## src/rtl/hwpe_sel_ctrl.sv

```systemverilog
// hwpe_sel_ctrl: sequences changes of the HWPE subsystem select/enable so that
// the live selection is only rewritten once the config bus is blocked, the
// active HWPE is idle, all outstanding TCDM/config-bus traffic has drained and
// the subsystem enable (clock gate) has been dropped.
// Optional build macro: HWPE_SEL_CTRL_TIMEOUT_EN bounds DRAIN to DRAIN_TIMEOUT
// cycles, then forces the switch and flags err_o[1].
module hwpe_sel_ctrl #(
  parameter int unsigned MAX_NUM_HWPES = 4,
  parameter int unsigned N_HWPES       = 2,
  parameter int unsigned OUTST_W       = 4,
  parameter int unsigned WAKE_CYCLES   = 2,
  parameter int unsigned DRAIN_TIMEOUT = 1024,
  localparam int unsigned SEL_W        = $clog2(MAX_NUM_HWPES)
) (
  input  logic             clk,
  input  logic             rst_n,
  input  logic             cfg_valid_i,
  output logic             cfg_ready_o,
  input  logic [SEL_W-1:0] cfg_sel_i,
  input  logic             cfg_en_i,
  input  logic             hwpe_busy_i,
  input  logic             tcdm_req_i,
  input  logic             tcdm_gnt_i,
  input  logic             tcdm_r_valid_i,
  input  logic             periph_req_i,
  input  logic             periph_gnt_i,
  input  logic             periph_r_valid_i,
  output logic             periph_block_o,
  output logic             hwpe_en_o,
  output logic [SEL_W-1:0] hwpe_sel_o,
  output logic             switching_o,
  output logic [1:0]       err_o,
  input  logic             err_clr_i
);

  localparam int unsigned WAKE_W = (WAKE_CYCLES > 1) ? $clog2(WAKE_CYCLES) : 1;
  localparam logic [WAKE_W-1:0] WAKE_LAST = WAKE_W'(WAKE_CYCLES - 1);

  typedef enum logic [2:0] {
    S_IDLE,
    S_DRAIN,
    S_OFF,
    S_SWITCH,
    S_WAKE
  } state_t;

  state_t             state_q, state_d;
  logic [SEL_W-1:0]   tgt_sel_q;
  logic               tgt_en_q;
  logic [WAKE_W-1:0]  wake_cnt_q;
  logic [OUTST_W-1:0] tcdm_cnt_q, periph_cnt_q;
  logic               accept, illegal, noop, drained, drain_timeout;

  // Saturating outstanding-transaction count: issue and response in the same
  // cycle cancel out.
  function automatic logic [OUTST_W-1:0] outst_next(input logic [OUTST_W-1:0] cnt,
                                                    input logic inc,
                                                    input logic dec);
    logic [OUTST_W-1:0] res;
    res = cnt;
    if (inc && !dec && (cnt != '1)) begin
      res = cnt + 1'b1;
    end else if (dec && !inc && (cnt != '0)) begin
      res = cnt - 1'b1;
    end
    return res;
  endfunction

  assign accept  = cfg_valid_i && cfg_ready_o;
  assign illegal = (32'(cfg_sel_i) >= N_HWPES);
  assign noop    = (cfg_sel_i == hwpe_sel_o) && (cfg_en_i == hwpe_en_o);
  assign drained = !hwpe_busy_i && (tcdm_cnt_q == '0) && (periph_cnt_q == '0);

`ifdef HWPE_SEL_CTRL_TIMEOUT_EN
  localparam int unsigned TO_W = (DRAIN_TIMEOUT > 1) ? $clog2(DRAIN_TIMEOUT) : 1;
  localparam logic [TO_W-1:0] TO_LAST = TO_W'(DRAIN_TIMEOUT - 1);

  logic [TO_W-1:0] drain_cnt_q;

  // Cycles spent in DRAIN, restarting from zero on every entry.
  always_ff @(posedge clk or negedge rst_n) begin
    if (!rst_n) begin
      drain_cnt_q <= '0;
    end else if (state_q == S_DRAIN) begin
      drain_cnt_q <= drain_cnt_q + 1'b1;
    end else begin
      drain_cnt_q <= '0;
    end
  end

  assign drain_timeout = (state_q == S_DRAIN) && !drained && (drain_cnt_q == TO_LAST);
`else
  assign drain_timeout = 1'b0;
`endif

  // Next-state decode of the switch sequence.
  always_comb begin
    state_d = state_q;
    unique case (state_q)
      S_IDLE: begin
        if (accept && !illegal && !noop) begin
          state_d = (!hwpe_en_o && cfg_en_i) ? S_SWITCH : S_DRAIN;
        end
      end
      S_DRAIN: begin
        if (drained || drain_timeout) begin
          state_d = S_OFF;
        end
      end
      S_OFF: begin
        state_d = (!tgt_en_q && (tgt_sel_q == hwpe_sel_o)) ? S_IDLE : S_SWITCH;
      end
      S_SWITCH: begin
        state_d = tgt_en_q ? S_WAKE : S_IDLE;
      end
      S_WAKE: begin
        if (wake_cnt_q == '0) begin
          state_d = S_IDLE;
        end
      end
      default: state_d = S_IDLE;
    endcase
  end

  // State register, request latch and registered outputs. Each output is the
  // registered action of the state just left, so en/sel/block trail the state
  // by one cycle; ready drops on the accepting edge to avoid a second accept.
  always_ff @(posedge clk or negedge rst_n) begin
    if (!rst_n) begin
      state_q        <= S_IDLE;
      tgt_sel_q      <= '0;
      tgt_en_q       <= 1'b0;
      wake_cnt_q     <= '0;
      cfg_ready_o    <= 1'b1;
      periph_block_o <= 1'b0;
      switching_o    <= 1'b0;
      hwpe_en_o      <= 1'b0;
      hwpe_sel_o     <= '0;
    end else begin
      state_q        <= state_d;
      cfg_ready_o    <= (state_q == S_IDLE) && (state_d == S_IDLE);
      periph_block_o <= (state_q != S_IDLE);
      switching_o    <= (state_q != S_IDLE);
      if ((state_q == S_IDLE) && (state_d != S_IDLE)) begin
        tgt_sel_q <= cfg_sel_i;
        tgt_en_q  <= cfg_en_i;
      end
      if (state_q == S_OFF) begin
        hwpe_en_o <= 1'b0;
      end else if (state_q == S_WAKE) begin
        hwpe_en_o <= 1'b1;
      end
      if (state_q == S_SWITCH) begin
        hwpe_sel_o <= tgt_sel_q;
        wake_cnt_q <= WAKE_LAST;
      end else if ((state_q == S_WAKE) && (wake_cnt_q != '0)) begin
        wake_cnt_q <= wake_cnt_q - 1'b1;
      end
    end
  end

  // Sticky error flags; a clear wins over a set in the same cycle.
  always_ff @(posedge clk or negedge rst_n) begin
    if (!rst_n) begin
      err_o <= '0;
    end else if (err_clr_i) begin
      err_o <= '0;
    end else begin
      if ((state_q == S_IDLE) && accept && illegal) begin
        err_o[0] <= 1'b1;
      end
      if (drain_timeout) begin
        err_o[1] <= 1'b1;
      end
    end
  end

  // Outstanding-transaction monitors; a forced drain exit discards them.
  always_ff @(posedge clk or negedge rst_n) begin
    if (!rst_n) begin
      tcdm_cnt_q   <= '0;
      periph_cnt_q <= '0;
    end else if (drain_timeout) begin
      tcdm_cnt_q   <= '0;
      periph_cnt_q <= '0;
    end else begin
      tcdm_cnt_q   <= outst_next(tcdm_cnt_q, tcdm_req_i && tcdm_gnt_i, tcdm_r_valid_i);
      periph_cnt_q <= outst_next(periph_cnt_q, periph_req_i && periph_gnt_i, periph_r_valid_i);
    end
  end

endmodule

```

## config.mk

```make
export PLATFORM = sky130hd
export DESIGN_NAME = hwpe_sel_ctrl
export DESIGN_NICKNAME = d
export VERILOG_FILES = /design/src/rtl/hwpe_sel_ctrl.sv
export SDC_FILE = /design/constraint.sdc
export NUM_CORES = 1
export LEC_CHECK = 0
export BUFFER_PORTS_ARGS = -buffer_cell sky130_fd_sc_hd__clkbuf_2
export CAP_MARGIN = 20
export CELL_PAD_IN_SITES_DETAIL_PLACEMENT = 0
export CELL_PAD_IN_SITES_GLOBAL_PLACEMENT = 2
export CORE_AREA = 2 2 61 63
export CTS_CLUSTER_DIAMETER = 200
export DETAILED_ROUTE_END_ITERATION = 7
export DIE_AREA = 0 0 63 65
export GPL_TIMING_DRIVEN = 0
export PLACE_DENSITY = 0.82
export SLEW_MARGIN = 10
export SYNTH_ARGS = -nofsm -noshare
export SYNTH_HDL_FRONTEND = slang
export SYNTH_SLANG_ARGS = --single-unit
```

## constraint.sdc

```tcl
create_clock -name clk -period 2.4 [get_ports clk]
set_input_delay 0.24 -clock clk [delete_from_list [all_inputs] [get_ports clk]]
set_output_delay 0.24 -clock clk [all_outputs]
set_load 0.03 [all_outputs]
```

# After elaboration in Yosys (flattened, before gate mapping)

Index checks and enable logic that the tools add are counted.
Widths: inputs -> output; s select.

Register bits after elaboration: 21
Output and inout port bits: 8

Add/subtract/negate cells: 5
$lt $le $gt $ge: 1
Equal/unequal tests: 9
Multiplexer cells: 17
Reductions and logical operators: 45

Operators by type and width:

| cell                | count |
|---|---|
| $logic_and 1x1->1   | 23 |
| $mux 4              | 4 |
| $pmux 3 s5          | 1 |
| $mux 3              | 4 |
| $reduce_bool 2->1   | 5 |
| $logic_not 1->1     | 9 |
| $add 4x1->4 const B | 2 |
| $logic_not 4->1     | 2 |
| $ne 4x4->1 const B  | 2 |
| $reduce_bool 4->1   | 2 |
| $sub 4x1->4 const B | 2 |
| $eq 3x2->1 const B  | 2 |
| $logic_not 3->1     | 2 |
| $mux 1              | 6 |
| $reduce_bool 3->1   | 2 |
| $eq 2x2->1          | 2 |
| $mux 2              | 2 |
| $eq 3x1->1 const B  | 1 |
| $eq 3x3->1 const B  | 1 |
| $ge 2x2->1 const B  | 1 |
| $eq 1x1->1          | 1 |
| $sub 1x1->1 const B | 1 |

# Longest topological paths before layout

Gate-level depths: netlist of the first run.

Depth after elaboration: 8
Mapped depth: 7
Depth with buffers taken out: 7

# Worst setup path before layout of the first run

Ideal clock, no wire load.

Path type: register -> register
Start: register periph_cnt_q[0]
End: register periph_cnt_q[3]
Library setup time: 0.079 ns
Arrival: 1.993 ns
Required time: 2.321 ns
Path slack: 0.328 ns
Cell stages (with the launch flop): 8
Buffers on the path: 0
Cell sequence: dfrtp_1 -> and4_1 -> or3_1 -> ha_1 -> a21o_1 -> a21oi_1 -> mux2i_1 -> xor2_1

Cells in the longest elaborated chain, start to end: 3
Elaborated cells between the ends (all ways): 9

RTL lines:

| item                                        | RTL line | source |
|---|---|---|
| start, declared                             | 51       | `logic [OUTST_W-1:0] tcdm_cnt_q, periph_cnt_q;` |
| start signal, assigned                      | 188      | `periph_cnt_q <= outst_next(periph_cnt_q, periph_req_i && periph_gnt_i, periph_r_valid_i);` |
| $sub 4x1->4, or another cell as far along   | 64       | `res = cnt - 1'b1;` |
| $mux 4, or another cell as far along        | 63       | `end else if (dec && !inc && (cnt != '0)) begin` |
| $mux 4 or $reduce_bool 2->1 (tied branches) | -        |  |

Several ways; a longest one is shown, not always the timed one. The select of a mux whose other input is x is not followed.
A chain may end at the register's enable or synchronous reset.

# Worst setup path in the final report of the first run

Ends and elaborated chain as after synthesis.

==> out/results.txt, run 1 <==
Leading area contributor after synthesis: dfrtp_1
Area Overhead vs Synth: 17.6%
Synthesized net count: 120
Netlist Area Pre-Place: 0.00112 mm²
Post-synth top area share: 44.5%
Die width: 63 µm
H-Tree Depth: 1
Max Clock Skew: 0.00379 ns
CP Data Required Time: 2.63 ns
Post-synthesis xor/xnor area fraction: 7.01%
Pwr per Cell Area: 1090 mW/mm²
Min-Delay Path Class: input pin to flop
Drt pass-1 iters: 4
Ys Warns: 0
Tmin final: 2.25 ns
Largest net degree at the start of global routing: 22
Vias: 818
Worst path arrival time: 2.48 ns
Critical Path Fanout Max: 6
Dpl hpwl: 1540 µm
Die Area: 0.00410 mm²
VDD IR max: 0.000412 V
Post-Synth Simple-Gate Area: 16.6%
CP Capture Point: periph_cnt_q[3]$_DFFE_PN0P_
FFs w/ async S/R, synth: 100%
Leak: 0.606 nW
Drc violations: 0
CTS Sinks: 21
R2r setup slk: 0.15 ns
Post-Synth Adder-Cell Area: 9.12%
I/O Buffers: 20
Synth Flop Type: dfrtp_1
Gr usage total: 11.2%
Fraction of layout cells with a size suffix above 1: 29.8%
Initial Utilization: 32.2%
DRT iter0 DRCs: 17
Post-synthesis mux area share: 7.12%
Vias/cell: 4.76
Initial antenna violation count: 0
Worst-Skew Late Latency: 0.30 ns
Clk slew on worst S/H paths: 0.12 ns
Routability cong.: 0.864
Final slew viol count: 0
Rel. slew slack: 64.7%
Design area: 0.00132 mm²
Ports: 22
Fill count: 370
Cell with the most instances after synthesis: dfrtp_1
Max Freq: 0.445 GHz
Synth Instances: 99
Rows: 22
Synthesis-stage register bit count: 21
Area of the core: 0.00350 mm²
GR Overflow Total: 0
Worst R2R Start: periph_cnt_q[0]$_DFFE_PN0P_
TNS Setup: 0 ns
Synth Area in Compound Gates: 11.0%
CTS buffer count: 3
Die Y: 65 µm
Largest family of logic cells by synthesized area: simple AND/OR/NAND/NOR gates
Commonest cells in the netlist: dfrtp_1 (20), o21ai_0 (9), xnor2_1 (7)
Number of synthesized flops with an enable pin: 0
Sequential area share after synthesis: 46.8%
RSZ-0062 raised after global routing: no
Final #Nets: 146
Number of diodes: 0
CTS root buf: clkbuf_4
Tightest Pin Transition: 0.529 ns
Largest cells by area after synthesis: dfrtp_1 (44%), ha_1 (5.6%), xnor2_1 (5.5%)
First-pass GRT wire length: 3680 µm
Final setup viols: 0
Post-Syn Area per Cell: 11.4 µm²
CP Capture Type: flop
Placed cell area: 0.00128 mm²
CTS max path bufs: 2
Final Hold Vio Count: 0
Reg2reg path depth: 7
MaxCap Viol Count: 0
Synth cell types: 33
Crit path kind: flop to flop
CTS tree: done
Vias in the first global route: 842
Startpoint Class: flop
Status: complete, no violations
Critical Path Source: periph_cnt_q[0]$_DFFE_PN0P_
WL/cell: 11.6 µm
Reg2reg end: periph_cnt_q[3]$_DFFE_PN0P_
DRT Wirelength: 1990 µm
Fin crit share: 93.7%
Routed Antenna Nets: 0
==> logic make-up after synthesis <==
logic type      count (synthesis)
compound gates                 18
xor+xnor                        9
fa+ha+maj                       7
buf+inv                         4
flops                          21
mux                             7
other cells                     1
simple gates                   32
==> report_power, final <==
part / switching (mW) / leakage (nW) / internal, mW / total, mW
Sequential: 0.149 / 0.257 / 0.496 / 0.646
Combinational: 0.327 / 0.331 / 0.306 / 0.633
Clock: 0.106 / 0.0177 / 0.0620 / 0.168
==> cell usage in the layout (no fill, tap or decap), types with 3 or more instances in the layout <==
cell type,Yosys,routed
a21oi_1,4,4
clkbuf_2,0,20
clkbuf_4,0,3
dfrtp_1,20,20
ha_1,5,5
mux2_2,4,4
nand2_1,5,5
nand3_1,5,5
nor2_1,5,5
o21ai_0,9,9
xnor2_1,7,7
==> area by class of cell <==
cell class / count / area (µm²) / area share [%]
buffer: 2 / 15.0 / 1.14
tap: 48 / 60.1 / 4.54
inverter: 2 / 7.51 / 0.568
sequential: 21 / 527 / 39.8
clock buffer: 3 / 22.5 / 1.70
multi-input combinational: 74 / 576 / 43.5
timing repair buffer: 21 / 110 / 8.33
clock inverter: 1 / 5.00 / 0.378
==> per-stage QoR <==
stage	setup WS (ns)	total power [mW]	hold slack [ns]	util [%]	std cells
2_1_floorplan	0.328	1.12	-0.0556	-	99
3_3_place_gp	0.212	1.26	0.241	36.8	167
3_5_place_dp	0.164	1.29	0.244	36.8	167
4_1_cts	0.118	1.46	0.0569	37.8	172
5_1_grt	0.0289	1.58	0.0627	37.8	172
6_report	0.151	1.45	0.0709	37.8	172
==> timing repair <==
item / CTS / global route
gates resized for setup: 0 / 0
endpoints found under the hold margin: 20 / 0
setup buffers: 0 / 0
hold buffers: 1 / 0
==> state kept, by name (all words and copies together) (netlist names) <==
name	count
hwpe_sel_o	2
cfg_ready_o	1
hwpe_en_o	1
switching_o	1
state_q	3
err_o	1
periph_cnt_q	4
tgt_sel_q	2
tgt_en_q	1
tcdm_cnt_q	4
wake_cnt_q	1
==> per-layer routing <==
| layer | wire (µm) | GRT usage, % | up-vias |
|---|---|---|---|
| met5 | 0 | 0 | - |
| met4 | 22 | 5.00 | 0 |
| met3 | 71 | 1.22 | 2 |
| met2 | 978 | 19.0 | 22 |
| met1 | 922 | 14.4 | 394 |
| li1 | - | - | 400 |
==> how the worst min path moves through the flow <==
stage | from | end | cells after the start
global route | err_clr_i | err_o[0]$_DFFE_PN0P_ | 2
CTS | err_clr_i | err_o[0]$_DFFE_PN0P_ | 2
floorplan | rst_n | err_o[0]$_DFFE_PN0P_ | 0
finish | err_clr_i | err_o[0]$_DFFE_PN0P_ | 2
global placement | rst_n | tgt_sel_q[0]$_DFFE_PN0P_ | 1
detailed placement | rst_n | switching_o$_DFF_PN0_ | 1
==> worst max-delay path: stages (launching register included) <==
cell and delay (ns):
dfrtp_1 0.47, and4_1 0.21, or3_1 0.45, ha_1 0.32
a21o_1 0.17, a21oi_1 0.17, mux2i_1 0.23, xor2_1 0.15
(Power assumes the default switching activity.)
==> run 2: changes to the inputs <==
--- a/config.mk
+++ b/config.mk
@@ -14,6 +14,7 @@
 export DETAILED_ROUTE_END_ITERATION = 7
 export DIE_AREA = 0 0 63 65
 export GPL_TIMING_DRIVEN = 0
+export HOLD_SLACK_MARGIN = 0.15
 export PLACE_DENSITY = 0.82
 export SLEW_MARGIN = 10
 export SYNTH_ARGS = -nofsm -noshare
==> run 2 against run 1 <==
Flip-flop and latch count unchanged. Cell count up 1.2%. Final area increased by 1.5%. Via count is 0.73% higher. Critical endpoint unchanged. Setup slack is the same. Critical path depth stayed put. Non-clock buffer count grew 2. Critical path type unchanged. Sequential power barely moved. Die area is the same. Clock power barely moved. Largest power group unchanged. Worst hold slack improved by 0.12 ns.
==> out/results.txt, run 2 (synthesis results as in run 1) <==
Die Y: 65 µm
Hold WS: 0.195 ns
Max Freq: 0.445 GHz
VDD IR max: 0.000412 V
First-pass GRT wire length: 3680 µm
Clk slew on worst S/H paths: 0.12 ns
CTS buffer count: 3
Placed Cells incl. Taps: 167
Status: complete, no violations
Initial Utilization: 32.2%
Rel. slew slack: 64.7%
Largest registers: periph_cnt_q x4, tcdm_cnt_q x4, state_q x3
Routed Antenna Nets: 0
Critical path cell sequence: and4_1, or3_1, ha_1, a21o_1, a21oi_1, mux2i_1, xor2_1
Number of diodes: 0
Crit path kind: flop to flop
RSZ-0062 raised after global routing: no
Max incr delay on CP: 0.47 ns
Die width: 63 µm
Initial antenna violation count: 0
Tmin final: 2.25 ns
Worst path arrival time: 2.48 ns
CP Data Required Time: 2.63 ns
Final Hold Vio Count: 0
WL/cell: 11.6 µm
TNS Setup: 0 ns
Final #Nets: 148
Startpoint Class: flop
Min-Delay Path Class: input pin to flop
Dpl hpwl: 1540 µm
Most frequent cells in the layout: dfrtp_1 (20), clkbuf_2 (20), o21ai_0 (9)
Critical Path Fanout Max: 6
CTS tree: done
H-Tree Depth: 1
DRT iter0 DRCs: 18
GR Overflow Total: 0
Final slew viol count: 0
Post-Layout Cell Count: 174
Max Clock Skew: 0.00410 ns
Rows: 22
Routability cong.: 0.864
Fraction of layout cells with a size suffix above 1: 29.4%
Fin crit share: 93.7%
Final setup viols: 0
Die Area: 0.00410 mm²
Tightest Pin Transition: 0.530 ns
Crit-path slowest cell: dfrtp_1
Vias: 824
Power share of the combinational group: 43.9%
Drc violations: 0
Pwr per Cell Area: 1080 mW/mm²
Internal power: 0.867 mW
CP Capture Type: flop
Vias in the first global route: 842
Net Sw Power: 0.583 mW
Drt pass-1 iters: 4
CTS root buf: clkbuf_4
Area of the core: 0.00350 mm²
Clock Power Share: 11.6%
Total Power: 1.45 mW
Largest net degree at the start of global routing: 22
CTS max path bufs: 2
Worst-Skew Late Latency: 0.30 ns
Cts repair resizes: 0
Switching share of power: 40.2%
Area Overhead vs Synth: 19.4%
Vias/cell: 4.74
MaxCap Viol Count: 0
Leak: 0.614 nW
DRT Wirelength: 2010 µm
Fill count: 368
Seq pwr share: 44.5%
Gr usage total: 11.2%
# Post-CTS Setup Buffers: 0
Ports: 22
CTS Sinks: 21
I/O Buffers: 20
[run 2: cell types whose count changed in the layout (fill, tap and decap cells not counted)]
cell           previous run  this run
dlygate4sd3_1             1         3
[run 2: cell type report]
type | count | area (µm²) | area share (%)
Multi-Input combinational cell | 74 | 576 | 42.9
Sequential cell | 21 | 527 | 39.2
Timing Repair Buffer | 23 | 130 | 9.69
Tap cell | 48 | 60.1 | 4.47
Clock buffer | 3 | 22.5 | 1.68
Buffer | 2 | 15.0 | 1.12
Inverter | 2 | 7.51 | 0.559
Clock inverter | 1 | 5.00 | 0.373
[run 2: per-layer routing]
layer  wire [µm]  share of wire [%]  track usage, %  up-vias
li1            -                  -               -      404
met1         935                 47            14.4      396
met2         984                 49            19.0       22
met3          67                3.3            1.22        2
met4          22                1.1            5.00        0
met5           0                  0               0        -
[run 2: repair_timing]
action | CTS | global route
hold buffers | 2 | 1
hold endpoints to repair | 21 | 1
endpoints found under the setup margin | 0 | 0
[run 2: critical path: cells and delay by family, from the launching register on]
| family | cells | cell delay (ns) |
|---|---|---|
| multiplexers | 1 | 0.23 |
| XOR/XNOR | 1 | 0.15 |
| flip-flops | 1 | 0.47 |
| AO/OA/AOI/OAI | 2 | 0.34 |
| adder cells (fa/ha/maj) | 1 | 0.32 |
| AND/OR/NAND/NOR | 2 | 0.66 |
[run 2: through the flow]
step	worst slack, ns	area, µm²	util, %
after floorplan	0.328	1120	-
after global placement	0.212	1280	36.8
after detailed placement	0.164	1280	36.8
after CTS	0.118	1330	38.1
after global routing	0.0289	1340	38.4
final	0.151	1340	38.4
[run 2: power by group through the flow]
stage,Clock [mW],Combinational [mW],Sequential (mW)
finish,0.168,0.636,0.646
global route,0.195,0.720,0.672
CTS,0.177,0.644,0.645
detailed placement,0,0.639,0.651
global placement,0,0.617,0.641
floorplan,0,0.440,0.682
[run 2: path summary, 6_finish.rpt]
| check | start | to | cells past startpoint | slack, ns |
|---|---|---|---|---|
| min reg2reg | periph_cnt_q[3]$_DFFE_PN0P_ | periph_cnt_q[3]$_DFFE_PN0P_ | 1 | 0.50 |
| min | cfg_sel_i[0] | tgt_sel_q[0]$_DFFE_PN0P_ | 2 | 0.20 |
| max reg2reg | periph_cnt_q[0]$_DFFE_PN0P_ | periph_cnt_q[3]$_DFFE_PN0P_ | 7 | 0.15 |
| max in group asynchronous | rst_n | cfg_ready_o$_DFF_PN1_ | 2 | 1.60 |
| min in group asynchronous | rst_n | switching_o$_DFF_PN0_ | 2 | 0.44 |
| max | periph_cnt_q[0]$_DFFE_PN0P_ | periph_cnt_q[3]$_DFFE_PN0P_ | 7 | 0.15 |
==> run 3: changes to the inputs <==
--- a/config.mk
+++ b/config.mk
@@ -5,14 +5,15 @@
 export SDC_FILE = /design/constraint.sdc
 export NUM_CORES = 1
 export LEC_CHECK = 0
+export ABC_AREA = 1
 export BUFFER_PORTS_ARGS = -buffer_cell sky130_fd_sc_hd__clkbuf_2
 export CAP_MARGIN = 20
 export CELL_PAD_IN_SITES_DETAIL_PLACEMENT = 0
 export CELL_PAD_IN_SITES_GLOBAL_PLACEMENT = 2
-export CORE_AREA = 2 2 61 63
+export CORE_AREA = 2 2 65 67
 export CTS_CLUSTER_DIAMETER = 200
 export DETAILED_ROUTE_END_ITERATION = 7
-export DIE_AREA = 0 0 63 65
+export DIE_AREA = 0 0 67 69
 export GPL_TIMING_DRIVEN = 0
 export HOLD_SLACK_MARGIN = 0.15
 export PLACE_DENSITY = 0.82
==> run 3 against run 2 <==
Clock skew is 0.0032 ns lower. First-iteration DRC count is 39% higher. Cell count is 22% higher. Worst hold slack better by 0.054 ns. Setup slack better by 0.43 ns. Die area is 13% higher. Critical path type unchanged. Largest cell class unchanged.
==> out/results.txt, run 3 <==
Status: complete, no violations
Cts repair resizes: 0
Commonest cells in the netlist: nand2_1 (25), dfrtp_1 (20), inv_1 (14), nand3_1 (14), nor2_1 (13)
Most frequent cells in the layout: nand2_1 (25), dfrtp_1 (20), clkbuf_2 (20)
Min-Delay Path Class: input pin to flop
Final #Nets: 185
CP Capture Type: flop
Vias/cell: 4.56
WL/cell: 10.2 µm
Internal power: 0.885 mW
Most common cell after layout, fill and taps aside: nand2_1
Routed Antenna Nets: 0
Crit-path most repeated cell: nand2_1
RSZ-0062 raised after global routing: no
Synthesis-stage register bit count: 21
CTS tree: done
Vias: 971
Final slew viol count: 0
Number of synthesized flops with an enable pin: 0
Clock Power Share: 14.8%
Area Overhead vs Synth: 19.1%
Worst-Skew Late Latency: 0.25 ns
Setup ws final: 0.583 ns
Max Freq: 0.550 GHz
Worst slack, placed: 0.570 ns
Synth cell types: 28
Reg2reg path depth: 11
Crit path kind: flop to flop
Synth Instances: 137
Post-synth top area share: 41.8%
Seq pwr share: 41.9%
Critical Path Fanout Max: 5
# Post-CTS Setup Buffers: 0
Largest net degree at the start of global routing: 22
Max Clock Skew: 0.000897 ns
Rows: 23
Cell with the most instances after synthesis: nand2_1
Tmin final: 1.82 ns
Gr usage total: 10.4%
DRT Wirelength: 2170 µm
Synth Flop Type: dfrtp_1
Leak: 0.692 nW
Sequential area share after synthesis: 43.9%
Die Area: 0.00462 mm²
First-pass GRT wire length: 3780 µm
Ys Warns: 0
Final Hold Vio Count: 0
Hold path depth: 3
Startpoint Class: flop
H-Tree Depth: 1
Power share of the combinational group: 43.3%
Switching share of power: 41.4%
Leading area contributor after synthesis: dfrtp_1
Fin crit share: 75.7%
CP Data Required Time: 2.55 ns
Drt pass-1 iters: 4
Post-Syn Area per Cell: 8.75 µm²
Largest registers: periph_cnt_q x4, tcdm_cnt_q x4, state_q x3
Net Sw Power: 0.627 mW
Tightest Pin Transition: 0.517 ns
Largest cells by area after synthesis: dfrtp_1 (42%), nand2_1 (7.8%), nand3_1 (5.8%)
Netlist Area Pre-Place: 0.00120 mm²
CTS root buf: clkbuf_8
Drc violations: 0
Fill count: 441
# hold bufs at CTS: 2
Max incr delay on CP: 0.45 ns
Crit-path slowest cell: dfrtp_1
I/O Buffers: 20
GR Overflow Total: 0
Initial antenna violation count: 0
Ports: 22
Routability cong.: 0.757
Die width: 67 µm
Die Y: 69 µm
Critical path cell sequence: nand2_1, nor3_1, nor2_1, nand2_2, ha_1, a21oi_1, nand2_1, nand3_1, o21ai_0, nand2_1, nand2_1
Number of diodes: 0
Area of the core: 0.00391 mm²
DRT iter0 DRCs: 25
Dpl hpwl: 1780 µm
TNS Setup: 0 ns
Final setup viols: 0
Synthesized net count: 158
Clk slew on worst S/H paths: 0.07 ns
MaxCap Viol Count: 0
VDD IR max: 0.000374 V
Initial Utilization: 30.6%
Rel. slew slack: 65.5%
CTS max path bufs: 2
CTS Sinks: 21
FFs w/ async S/R, synth: 100%
Vias in the first global route: 938
Worst path arrival time: 1.97 ns
Fraction of layout cells with a size suffix above 1: 24.5%
Pwr per Cell Area: 1060 mW/mm²
CTS buffer count: 3
==> run 3: cell types whose count changed after synthesis, moves of 5 or more <==
cell / change
nand2_1: +20
o21ai_0: -6
nand3_1: +9
nor2_1: +8
inv_1: +12
xnor2_1: -5
==> run 3: power by group through the flow <==
stage,Combinational [mW],Sequential (mW),Clock (mW)
global route,0.747,0.658,0.255
detailed placement,0.663,0.643,0
finish,0.655,0.633,0.224
floorplan,0.472,0.669,0
CTS,0.668,0.636,0.240
global placement,0.643,0.638,0
==> run 3: cells by family (layout without fill, tap and decap cells) <==
group / after synthesis / after routing / share of synthesized area (%)
xor+xnor: 5 / 5 / 3.65
compound gates: 16 / 16 / 7.41
buf+inv: 16 / 42 / 5.64
other cells: 1 / 1 / 0.313
mux: 1 / 1 / 1.25
flops: 21 / 21 / 43.9
simple gates: 70 / 70 / 29.2
fa+ha+maj: 7 / 7 / 8.56
==> run 3: per-layer routing <==
layer	global-route usage, %	routed length, µm	vias to the layer above
met5	0	0	-
met4	3.40	8	0
met3	2.45	65	2
met2	18.6	1120	12
met1	11.9	976	459
li1	-	-	498
==> run 3: stage by stage <==
stage / power, mW / area (µm²) / util [%] / hold slack (ns) / cells
3_5_place_dp: 1.31 / 1360 / 34.8 / 0.247 / 207
4_1_cts: 1.54 / 1430 / 36.5 / 0.240 / 213
5_1_grt: 1.66 / 1430 / 36.5 / 0.285 / 213
6_report: 1.51 / 1430 / 36.5 / 0.250 / 213
3_3_place_gp: 1.28 / 1360 / 34.8 / 0.240 / 207
2_1_floorplan: 1.14 / 1200 / - / -0.0556 / 137
==> run 3: critical path, delay by kind of cell (launching register included) <==
family	cells	cell delay [ns]
AOI/OAI and AO/OA	2	0.22
adders and majority gates	1	0.33
DFF	1	0.45
and+or+nand+nor	8	0.72
==> run 3: layout make-up <==
class	count	area, µm²	area share (%)
buffer	2	15.0	1.05
clock buffer	3	41.3	2.89
clock inverter	1	5.00	0.351
inverter	14	52.6	3.68
multi-input combinational	100	604	42.3
sequential	21	527	36.9
tap	50	62.6	4.38
timing repair buffer	22	120	8.41
==> run 3: worst paths after layout <==
path / start / end / slack [ns]
worst max-delay path: tcdm_cnt_q[0]$_DFFE_PN0P_ / tcdm_cnt_q[3]$_DFFE_PN0P_ / 0.58
worst min-delay path: cfg_sel_i[0] / tgt_sel_q[0]$_DFFE_PN0P_ / 0.25
worst max register to register: tcdm_cnt_q[0]$_DFFE_PN0P_ / tcdm_cnt_q[3]$_DFFE_PN0P_ / 0.58
worst min register to register: err_o[0]$_DFFE_PN0P_ / err_o[0]$_DFFE_PN0P_ / 0.50
max in group asynchronous: rst_n / cfg_ready_o$_DFF_PN1_ / 1.55
min in group asynchronous: rst_n / tgt_en_q$_DFFE_PN0P_ / 0.48
